**src/rtl/int_issue_select_pkg.sv**
```systemverilog
// Shared integer issue-queue sizing and types.
// Imported by the issue selector, its handshake interface and the age matrix.
package int_issue_select_pkg;

  localparam int INT_QUEUE_SIZE       = 8;
  localparam int INT_QUEUE_SIZE_INDEX = 3;

  typedef logic [INT_QUEUE_SIZE-1:0]       int_queue_mask_t;
  typedef logic [INT_QUEUE_SIZE_INDEX-1:0] int_queue_index_t;

endpackage

```
**src/rtl/int_issue_select_if.sv**
```systemverilog
// Issue-register handshake toward the ALU dispatch path.
// master: issue_valid/issue_index out, fu_ready in; slave: the reverse.
interface int_issue_select_if #(
  parameter int INDEX_W = int_issue_select_pkg::INT_QUEUE_SIZE_INDEX
);

  logic               issue_valid;
  logic [INDEX_W-1:0] issue_index;
  logic               fu_ready;

  modport master (
    output issue_valid,
    output issue_index,
    input  fu_ready
  );

  modport slave (
    input  issue_valid,
    input  issue_index,
    output fu_ready
  );

endinterface

```
**src/rtl/int_issue_select_age_matrix.sv**
```systemverilog
// Age matrix: r_older[i][j] = entry i older than entry j; picks oldest cand.
// Ports: clk, rst_n, i_alloc_eff/i_alloc_index, i_live_keep, i_cand, o_oldest.
module age_matrix #(
  parameter int N  = 8,
  parameter int IW = 3
) (
  input  logic          clk,
  input  logic          rst_n,
  input  logic          i_alloc_eff,
  input  logic [IW-1:0] i_alloc_index,
  input  logic [N-1:0]  i_live_keep,
  input  logic [N-1:0]  i_cand,
  output logic [N-1:0]  o_oldest
);

  logic [N-1:0][N-1:0] r_older;

  // New entry is younger than every survivor; row cleared first so the
  // diagonal ends at live_keep[idx], which is 0 for a free slot.
  always_ff @(posedge clk) begin
    if (!rst_n) begin
      r_older <= '0;
    end else if (i_alloc_eff) begin
      for (int j = 0; j < N; j++) begin
        r_older[i_alloc_index][j] <= 1'b0;
        r_older[j][i_alloc_index] <= i_live_keep[j];
      end
    end
  end

  // Stale rows/columns of dead entries are masked by i_cand.
  always_comb begin
    o_oldest = '0;
    for (int i = 0; i < N; i++) begin
      logic v_blk;
      v_blk = 1'b0;
      for (int j = 0; j < N; j++) begin
        v_blk = v_blk | (i_cand[j] & r_older[j][i]);
      end
      o_oldest[i] = i_cand[i] & ~v_blk;
    end
  end

endmodule

```
**src/rtl/priority_encoder.sv**
```systemverilog
// Lowest-index priority encoder: i_vec -> o_index of lowest set bit.
// Ports: i_vec (W), o_index (IW), o_valid (any bit set).
module priority_encoder #(
  parameter int W  = 8,
  parameter int IW = 3
) (
  input  logic [W-1:0]  i_vec,
  output logic [IW-1:0] o_index,
  output logic          o_valid
);

  // Scan downward so the lowest set bit is the final assignment.
  always_comb begin
    o_index = '0;
    o_valid = 1'b0;
    for (int i = W - 1; i >= 0; i--) begin
      if (i_vec[i]) begin
        o_index = IW'(i);
        o_valid = 1'b1;
      end
    end
  end

endmodule

```
**src/rtl/int_issue_select.sv**
```systemverilog
// Oldest-first integer issue selector with registered issue stage.
// Ports: clk, rst_n, alloc_*, ready_vec, flush_*, grant_*, occupancy,
// issue_if (master: issue_valid/issue_index out, fu_ready in).
// Macro AGE_SELECT_EN: age-ordered pick; undefined: lowest-index pick.
module int_issue_select
  import int_issue_select_pkg::*;
#(
  parameter int QUEUE_SIZE = INT_QUEUE_SIZE,
  parameter int INDEX_W    = INT_QUEUE_SIZE_INDEX
) (
  input  logic                  clk,
  input  logic                  rst_n,
  input  logic                  alloc_valid,
  input  logic [INDEX_W-1:0]    alloc_index,
  input  logic [QUEUE_SIZE-1:0] ready_vec,
  input  logic                  flush_valid,
  input  logic [QUEUE_SIZE-1:0] flush_mask,
  input  logic                  flush_issue,
  output logic                  grant_valid,
  output logic [INDEX_W-1:0]    grant_index,
  output logic [INDEX_W:0]      occupancy,
  int_issue_select_if.master    issue_if
);

  logic [QUEUE_SIZE-1:0] r_live;
  logic                  r_issue_valid;
  logic [INDEX_W-1:0]    r_issue_index;
  logic [INDEX_W:0]      r_occ;

  logic [QUEUE_SIZE-1:0] w_cand;
  logic [QUEUE_SIZE-1:0] w_pick_vec;
  logic [INDEX_W-1:0]    w_pick_index;
  logic                  w_pick_any;
  logic                  w_load;
  logic [QUEUE_SIZE-1:0] w_flush_vec;
  logic [QUEUE_SIZE-1:0] w_grant_vec;
  logic [QUEUE_SIZE-1:0] w_alloc_vec;
  logic [QUEUE_SIZE-1:0] w_live_keep;
  logic                  w_alloc_eff;
  logic [INDEX_W:0]      w_kill_cnt;
  logic [INDEX_W:0]      w_occ_next;

  assign w_cand      = r_live & ready_vec;
  assign w_load      = ~r_issue_valid | issue_if.fu_ready;
  assign w_flush_vec = {QUEUE_SIZE{flush_valid}} & flush_mask;
  assign w_alloc_eff = alloc_valid & ~w_flush_vec[alloc_index];

`ifdef AGE_SELECT_EN
  age_matrix #(
    .N  (QUEUE_SIZE),
    .IW (INDEX_W)
  ) u_age (
    .clk           (clk),
    .rst_n         (rst_n),
    .i_alloc_eff   (w_alloc_eff),
    .i_alloc_index (alloc_index),
    .i_live_keep   (w_live_keep),
    .i_cand        (w_cand),
    .o_oldest      (w_pick_vec)
  );
`else
  assign w_pick_vec = w_cand;
`endif

  priority_encoder #(
    .W  (QUEUE_SIZE),
    .IW (INDEX_W)
  ) u_penc (
    .i_vec   (w_pick_vec),
    .o_index (w_pick_index),
    .o_valid (w_pick_any)
  );

  assign grant_valid = w_pick_any & w_load & ~flush_valid;
  assign grant_index = grant_valid ? w_pick_index : '0;

  always_comb begin
    w_grant_vec = '0;
    w_alloc_vec = '0;
    if (grant_valid) w_grant_vec[grant_index] = 1'b1;
    if (w_alloc_eff) w_alloc_vec[alloc_index] = 1'b1;
  end

  assign w_live_keep = r_live & ~w_grant_vec & ~w_flush_vec;

  always_comb begin
    w_kill_cnt = '0;
    for (int i = 0; i < QUEUE_SIZE; i++) begin
      w_kill_cnt = w_kill_cnt + (INDEX_W+1)'(r_live[i] & w_flush_vec[i]);
    end
  end

  // Grant is blocked during a flush, so grant and kill never overlap.
  assign w_occ_next = r_occ
                    + (INDEX_W+1)'(w_alloc_eff)
                    - (INDEX_W+1)'(grant_valid)
                    - w_kill_cnt;

  always_ff @(posedge clk) begin
    if (!rst_n) begin
      r_live <= '0;
      r_occ  <= '0;
    end else begin
      r_live <= w_live_keep | w_alloc_vec;
      r_occ  <= w_occ_next;
    end
  end

  always_ff @(posedge clk) begin
    if (!rst_n) begin
      r_issue_valid <= 1'b0;
      r_issue_index <= '0;
    end else begin
      if (flush_issue) r_issue_valid <= 1'b0;
      else if (w_load) r_issue_valid <= grant_valid;
      if (w_load) r_issue_index <= grant_index;
    end
  end

  assign issue_if.issue_valid = r_issue_valid;
  assign issue_if.issue_index = r_issue_index;
  assign occupancy            = r_occ;

  // An alloc killed by a same-cycle flush never writes, so it may
  // name a live slot.
  a_alloc_free: assert property (
    @(posedge clk) disable iff (!rst_n)
    (alloc_valid && !w_flush_vec[alloc_index]) |-> !r_live[alloc_index]
  ) else $error("alloc to live slot %0d", alloc_index);

endmodule
```
**src/flat_wrapper.sv**
```systemverilog
// flat-port wrapper written by rule: the top's interface ports become plain ports
module int_issue_select_flat import int_issue_select_pkg::*;
#(
  parameter int QUEUE_SIZE = INT_QUEUE_SIZE,
  parameter int INDEX_W    = INT_QUEUE_SIZE_INDEX
)
  (clk, rst_n, alloc_valid, alloc_index, ready_vec, flush_valid, flush_mask, flush_issue, grant_valid, grant_index, occupancy, issue_if_issue_valid, issue_if_issue_index, issue_if_fu_ready);
  int_issue_select_if #(.INDEX_W(INDEX_W)) issue_if_i ();
  input  logic clk;
  input  logic rst_n;
  input  logic alloc_valid;
  input  logic [INDEX_W-1:0] alloc_index;
  input  logic [QUEUE_SIZE-1:0] ready_vec;
  input  logic flush_valid;
  input  logic [QUEUE_SIZE-1:0] flush_mask;
  input  logic flush_issue;
  output logic grant_valid;
  output logic [INDEX_W-1:0] grant_index;
  output logic [INDEX_W:0] occupancy;
  output wire logic [$bits(issue_if_i.issue_valid)-1:0] issue_if_issue_valid;
  output wire logic [$bits(issue_if_i.issue_index)-1:0] issue_if_issue_index;
  input wire logic [$bits(issue_if_i.fu_ready)-1:0] issue_if_fu_ready;
  assign issue_if_issue_valid = issue_if_i.issue_valid;
  assign issue_if_issue_index = issue_if_i.issue_index;
  assign issue_if_i.fu_ready = issue_if_fu_ready;
  int_issue_select #(.QUEUE_SIZE(QUEUE_SIZE), .INDEX_W(INDEX_W)) u_core (.clk(clk), .rst_n(rst_n), .alloc_valid(alloc_valid), .alloc_index(alloc_index), .ready_vec(ready_vec), .flush_valid(flush_valid), .flush_mask(flush_mask), .flush_issue(flush_issue), .grant_valid(grant_valid), .grant_index(grant_index), .occupancy(occupancy), .issue_if(issue_if_i));
endmodule
```
**config.mk**
```make
export PLATFORM = sky130hd
export DESIGN_NAME = int_issue_select_flat
export DESIGN_NICKNAME = d
export VERILOG_FILES = /design/src/rtl/int_issue_select_pkg.sv /design/src/rtl/int_issue_select_if.sv /design/src/rtl/int_issue_select_age_matrix.sv /design/src/rtl/priority_encoder.sv /design/src/rtl/int_issue_select.sv /design/src/flat_wrapper.sv
export SDC_FILE = /design/constraint.sdc
export NUM_CORES = 1
export LEC_CHECK = 0
export CAP_MARGIN = 40
export CORE_MARGIN = 3
export CORE_UTILIZATION = 51
export CTS_CLUSTER_SIZE = 25
export DETAILED_ROUTE_END_ITERATION = 10
export GPL_ROUTABILITY_DRIVEN = 0
export PLACE_DENSITY = 0.84
export SKIP_CTS_REPAIR_TIMING = 1
export SLEW_MARGIN = 20
export SYNTH_ARGS = -nofsm -noshare
export SYNTH_HDL_FRONTEND = slang
export SYNTH_SLANG_ARGS = --single-unit
```
**constraint.sdc**
```tcl
create_clock -name clk -period 8.49 [get_ports clk]
set_clock_uncertainty 0.15 [all_clocks]
set_input_delay 1.698 -clock clk [delete_from_list [all_inputs] [get_ports clk]]
set_output_delay 1.698 -clock clk [all_outputs]
set_load 0.02 [all_outputs]
```
==> results.cfg, run 1 <==
[synthesis]
ys_ff_latch = 16
synth_area_leaders = dfxtp_1 24%, fa_1 9.1%, ha_1 8.5%
synth_most_common_cell = nand2_1
synthDistinctLibCells = 44
syn_area_um2 = 1330
ys_seq_area_frac = 0.242
ys_top_cells_by_count = 21 x nand2_1, 19 x inv_1, 16 x dfxtp_1
async_reset_ff_frac = 0
synthFlopType = dfxtp_1
synth_area_leader_cell = dfxtp_1
synth_edf_count = 0
synth_cells = 159
ys_warn_count = 0
syn_area_per_cell_um2 = 8.33
synth_nets = 199
yosys.area.top_type_share = 0.242

[setup_path]
arrival_ps = 6050
end_kind = flop
reg2reg_from = u_core.r_live[1]
startpoint_type = input pin
critical_path_class = in2reg
r2r-end = u_core.occupancy[3]
crit_required_ps = 8530
rr_worst_depth = 17
rrSetupSlack_ps = 4040
crit_fanout = 4

[hold_path]
holdPathStages = 2
hold_end = u_core.issue_if.issue_index[2]
hp-start = u_core.issue_if.issue_index[2]
hold_class = reg2reg

[clock_network]
clk_pin_slew_ps = 100
clock_latency_ps = 290
numCtsBuffers = 3
htree_levels = 1
clock-sinks = 16
clockBufferDepth = 2
cts_tree = done
cts-root-buf = clkbuf_4

[pwr]
total_power_uw = 225
irDropWorstVdd_mv = 0.118
leakagePower_nw = 0.732
p_per_area_nw_per_um2 = 131

[detailed_routing]
drtAntennaViolNets = 0
vias = 1317
drt-total-wl_um = 3510
drtIter0Drc = 82
dr.pass1.iters = 4
post-route-drc-count = 0
wl_per_cell_um = 16.0
via_per_inst = 6.01

[floorplan]
dieArea_um2 = 3250
initial_core_util = 0.566
rows = 17
die_x_um = 57.0
core_area_um2 = 2340
fp.dieH_um = 57.0
io_pins = 37

[timing]
period_share = 0.708
timing.final.ws_setup_ps = 2480
drv_slew = 0
finalSetupViolCount = 0
hold_viol_final = 0
relSlewSlack = 0.529
worst_slew_pin_slew_ps = 704
rsz0062_at_grt = false
fin_tns_setup_ps = 0
fmax_mhz = 166
period_needed_ps = 6010

[grt]
antenna_found_initial = 0
gr-total-overflow = 0
grt_usage = 0.231
grt_start_max_net_pins = 25
grt_pass1_vias = 1300
grt_pass1_wl_um = 5970

[cells_and_area]
design_area_um2 = 1720
multi_input_area_um2 = 892
nets = 233
area_growth_pct = 29.6
antennaDiodeCount = 0
register_area_um2 = 320
num-fill-cells = 188
drive_above_1_share = 0.0419
stdcell_count = 219

[place]
post-dp-hpwl_um = 2710
dpl.cell_count = 215
dpl_cell_area_um2 = 1680
port_buffers = 36
place_ws_ps = 1990

[run_status]
status = finished clean

[job]
maxCapViolations = 0
per-stage QoR:
stage / utilization / hold slack (ps)
6_report: 0.734 / 361
5_1_grt: 0.734 / 435
4_1_cts: 0.727 / 369
3_5_place_dp: 0.718 / 346
3_3_place_gp: 0.718 / 340
2_1_floorplan: - / 329
placed cells by master (no fill, tap or decap), types with 2 or more instances in the layout:
master | synthesis | final
dfxtp_1 | 16 | 16
a21o_1 | 3 | 3
a21oi_1 | 5 | 5
inv_1 | 19 | 19
nand4b_1 | 2 | 2
o22ai_1 | 2 | 2
fa_1 | 6 | 6
o21ai_1 | 5 | 5
o21a_1 | 2 | 2
clkbuf_4 | 0 | 3
clkdlybuf4s50_1 | 0 | 36
nand2_1 | 21 | 21
a32oi_1 | 2 | 2
nor2b_1 | 6 | 6
a221oi_1 | 2 | 2
and2_1 | 6 | 6
mux2i_1 | 2 | 2
a31oi_1 | 2 | 2
xnor2_1 | 3 | 3
ha_1 | 9 | 9
nand3_1 | 10 | 10
nor2_1 | 2 | 2
and3_1 | 4 | 4
nand4_1 | 2 | 2
o2111ai_1 | 2 | 2
kinds of logic (layout without fill, tap and decap cells):
logic type,Yosys count,after routing,synth area share
muxes,2,2,0.0151
DFF,16,16,0.242
and+or+nand+nor,62,62,0.270
xor gates and xnor gates,4,4,0.0264
adders and majority gates,15,15,0.176
AOI/OAI and AO/OA,33,33,0.186
buffers and inverters,27,59,0.0850
layout make-up:
cell class                 count  area share
clock buffer                   3      0.0131
inverter                      19      0.0415
multi-input combinational    116       0.520
timing repair buffer          37       0.219
tap                           28      0.0204
sequential                    16       0.187
sequential cells by signal, indices dropped and copies added (netlist names):
register / count
u_core.issue_if.issue_valid: 1
u_core.issue_if.issue_index: 3
u_core.r_live: 8
u_core.occupancy: 4
per-layer routing:
layer	up-vias	wire length [um]	track usage
met5	-	0	0
met4	0	13	0.0199
met3	2	298	0.0679
met2	66	1650	0.383
met1	621	1550	0.310
li1	628	-	-
where the power goes:
part           leakage [nW]  total (mW)  switching, mW  internal, mW
combinational         0.588      0.0961         0.0469        0.0492
clock                0.0138      0.0405         0.0240        0.0165
sequential            0.130      0.0879        0.00532        0.0826
total                 0.732       0.225         0.0762         0.148
worst max path at each step:
stage / from / endpoint / slack, ps / cells after the start
6_report: ready_vec[1] / u_core.occupancy[3] / 2480 / 18
5_1_grt: ready_vec[1] / u_core.occupancy[3] / 2200 / 18
4_1_cts: flush_valid / u_core.occupancy[3] / 2320 / 14
3_5_place_dp: flush_valid / u_core.occupancy[3] / 1990 / 14
3_3_place_gp: flush_valid / u_core.occupancy[3] / 2150 / 14
2_1_floorplan: flush_valid / u_core.occupancy[3] / 2850 / 15
critical path: stages:
cell and delay (ps):
clkdlybuf4s50_1 490, a222oi_1 540, nand2_1 120, o21ai_1 310
fa_1 250, inv_1 50, ha_1 260, inv_1 50
fa_1 470, inv_1 50, fa_1 490, inv_1 50
fa_1 420, ha_1 200, xor2_1 150, xnor2_1 210
xnor2_1 90, and2_1 150
Power figures use the tool's default switching activity.
==> inputs of run 2 (changes only) <==
--- a/config.mk
+++ b/config.mk
@@ -7,11 +7,11 @@
 export LEC_CHECK = 0
 export CAP_MARGIN = 40
 export CORE_MARGIN = 3
-export CORE_UTILIZATION = 51
+export CORE_UTILIZATION = 43
 export CTS_CLUSTER_SIZE = 25
 export DETAILED_ROUTE_END_ITERATION = 10
 export GPL_ROUTABILITY_DRIVEN = 0
-export PLACE_DENSITY = 0.84
+export PLACE_DENSITY = 0.76
 export SKIP_CTS_REPAIR_TIMING = 1
 export SLEW_MARGIN = 20
 export SYNTH_ARGS = -nofsm -noshare
==> constraint.sdc (replaced) <==
create_clock -name clk -period 5.5 [get_ports clk]
set_clock_uncertainty 0.15 [all_clocks]
set_input_delay 1.1 -clock clk [delete_from_list [all_inputs] [get_ports clk]]
set_output_delay 1.1 -clock clk [all_outputs]
set_load 0.02 [all_outputs]
==> run 2 against run 1 <==
Utilization is 12 points lower; count of clock-buffer cells in the layout is 1 higher; final area is 1.9% higher; total power is 62% higher; wire length is 1.8% lower; first-iteration DRC count is 20% lower; flip-flop and latch count stayed put; die area is 17% higher; largest power group unchanged; highest routed layer unchanged.
==> results.cfg, run 2 (synthesis results as in run 1) <==
[setup_path]
crit_fanout = 4
startpoint_type = input pin
critical_path_class = in2reg
slowest_delay_ps = 500
arrival_ps = 5210
end_kind = flop
cpMaxStageDelayCell = fa_1
path_cells = clkdlybuf4s50_1 > a222oi_1 > nand2_1 > o21ai_1 > fa_1 > inv_1 > ha_1 > inv_1 > fa_1 > inv_1 > fa_1 > inv_1 > fa_1 > ha_1 > xor2_1 > xnor2_1 > xnor2_1 > and2_1
crit_required_ps = 5550

[floorplan]
die_x_um = 61.5
initial_core_util = 0.464
fp.dieH_um = 61.5
dieArea_um2 = 3780
core_area_um2 = 2850
rows = 19
io_pins = 37

[clock_network]
cts-root-buf = clkbuf_4
clock-sinks = 16
htree_levels = 1
clk_pin_slew_ps = 100
numCtsBuffers = 3
clockBufferDepth = 2
cts_tree = done
clock_latency_ps = 300

[cells_and_area]
area_growth_pct = 32.0
final_common_cell = clkdlybuf4s50_1
largest_register = u_core.r_live
antennaDiodeCount = 0
drive_above_1_share = 0.0615
final_cell_mix = 36 x clkdlybuf4s50_1, 21 x nand2_1, 19 x inv_1
design_area_um2 = 1750
largest_reg_flops = 8
fin_util = 0.613
nets = 236

[grt]
antenna_found_initial = 0
grt_start_max_net_pins = 20
gr-total-overflow = 0
grt_pass1_vias = 1335
grt_usage = 0.206
grt_pass1_wl_um = 5800

[run_status]
status = finished clean

[detailed_routing]
vias = 1326
drtAntennaViolNets = 0
dr.pass1.iters = 4
via_per_inst = 5.87
post-route-drc-count = 0
drt-total-wl_um = 3450
wl_per_cell_um = 15.3
drtIter0Drc = 66

[pwr]
p_per_area_nw_per_um2 = 208
leakagePower_nw = 0.751
irDropWorstVdd_mv = 0.116

[timing]
finalSetupViolCount = 0
relSlewSlack = 0.564
period_share = 0.938
hold_viol_final = 0
fmax_mhz = 194
fin_tns_setup_ps = 0
worst_slew_pin_slew_ps = 651
period_needed_ps = 5160
drv_slew = 0
rsz0062_at_grt = false
timing.final.ws_setup_ps = 338

[place]
port_buffers = 36
place_ws_ps = 3.39
dpl_cell_area_um2 = 1710
post-dp-hpwl_um = 2790

[hold_path]
hold_class = reg2reg

[job]
maxCapViolations = 0
## run 2: changes by cell type in the layout (fill, tap and decap cells not counted)
cell | previous run | this run
buf_8 | 1 | 0
clkbuf_8 | 0 | 1
buf_4 | 0 | 4
## run 2: worst max-delay path: cells and delay by family
| kind | cells | cell delay (ps) |
|---|---|---|
| buffers and inverters | 5 | 690 |
| adders and majority gates | 6 | 2040 |
| and+or+nand+nor | 2 | 260 |
| AOI/OAI and AO/OA | 2 | 670 |
| xor gates and xnor gates | 3 | 450 |
## run 2: metal layers
| layer | GRT usage | vias up | wire length (um) |
|---|---|---|---|
| met5 | 0 | - | 0 |
| met4 | 0.0939 | 0 | 88 |
| met3 | 0.0377 | 9 | 223 |
| met2 | 0.338 | 51 | 1630 |
| met1 | 0.261 | 631 | 1510 |
| li1 | - | 635 | - |
## run 2: final timing paths
| path | start | end | slack (ps) | cells past startpoint |
|---|---|---|---|---|
| worst max-delay path | ready_vec[1] | u_core.occupancy[3] | 340 | 18 |
| worst min-delay path | u_core.issue_if.issue_index[2] | u_core.issue_if.issue_index[2] | 370 | 2 |
| worst min register to register | u_core.issue_if.issue_index[2] | u_core.issue_if.issue_index[2] | 370 | 2 |
| worst max register to register | u_core.r_live[4] | u_core.occupancy[3] | 1270 | 18 |
## run 2: final cells by class
class | instances | area, um^2
inverters | 19 | 71.3
clock buffers | 4 | 36.3
multi-input cells | 116 | 892
well taps | 31 | 38.8
repair buffers | 40 | 390
flip-flops and latches | 16 | 320
fillers | 273 | 1100
## run 2: stage by stage
stage                     power, mW  hold slack (ps)  instances
after floorplan               0.225              329        159
after global placement        0.278              345        222
after detailed placement      0.286              347        222
after CTS                     0.368              371        226
after global routing          0.391              427        226
final                         0.364              365        226
## run 2: power by group
group	switching (mW)	internal, mW	total (mW)
combinational	0.0717	0.0763	0.148
sequential	0.00738	0.127	0.135
clock	0.0412	0.0404	0.0816
total	0.120	0.244	0.364
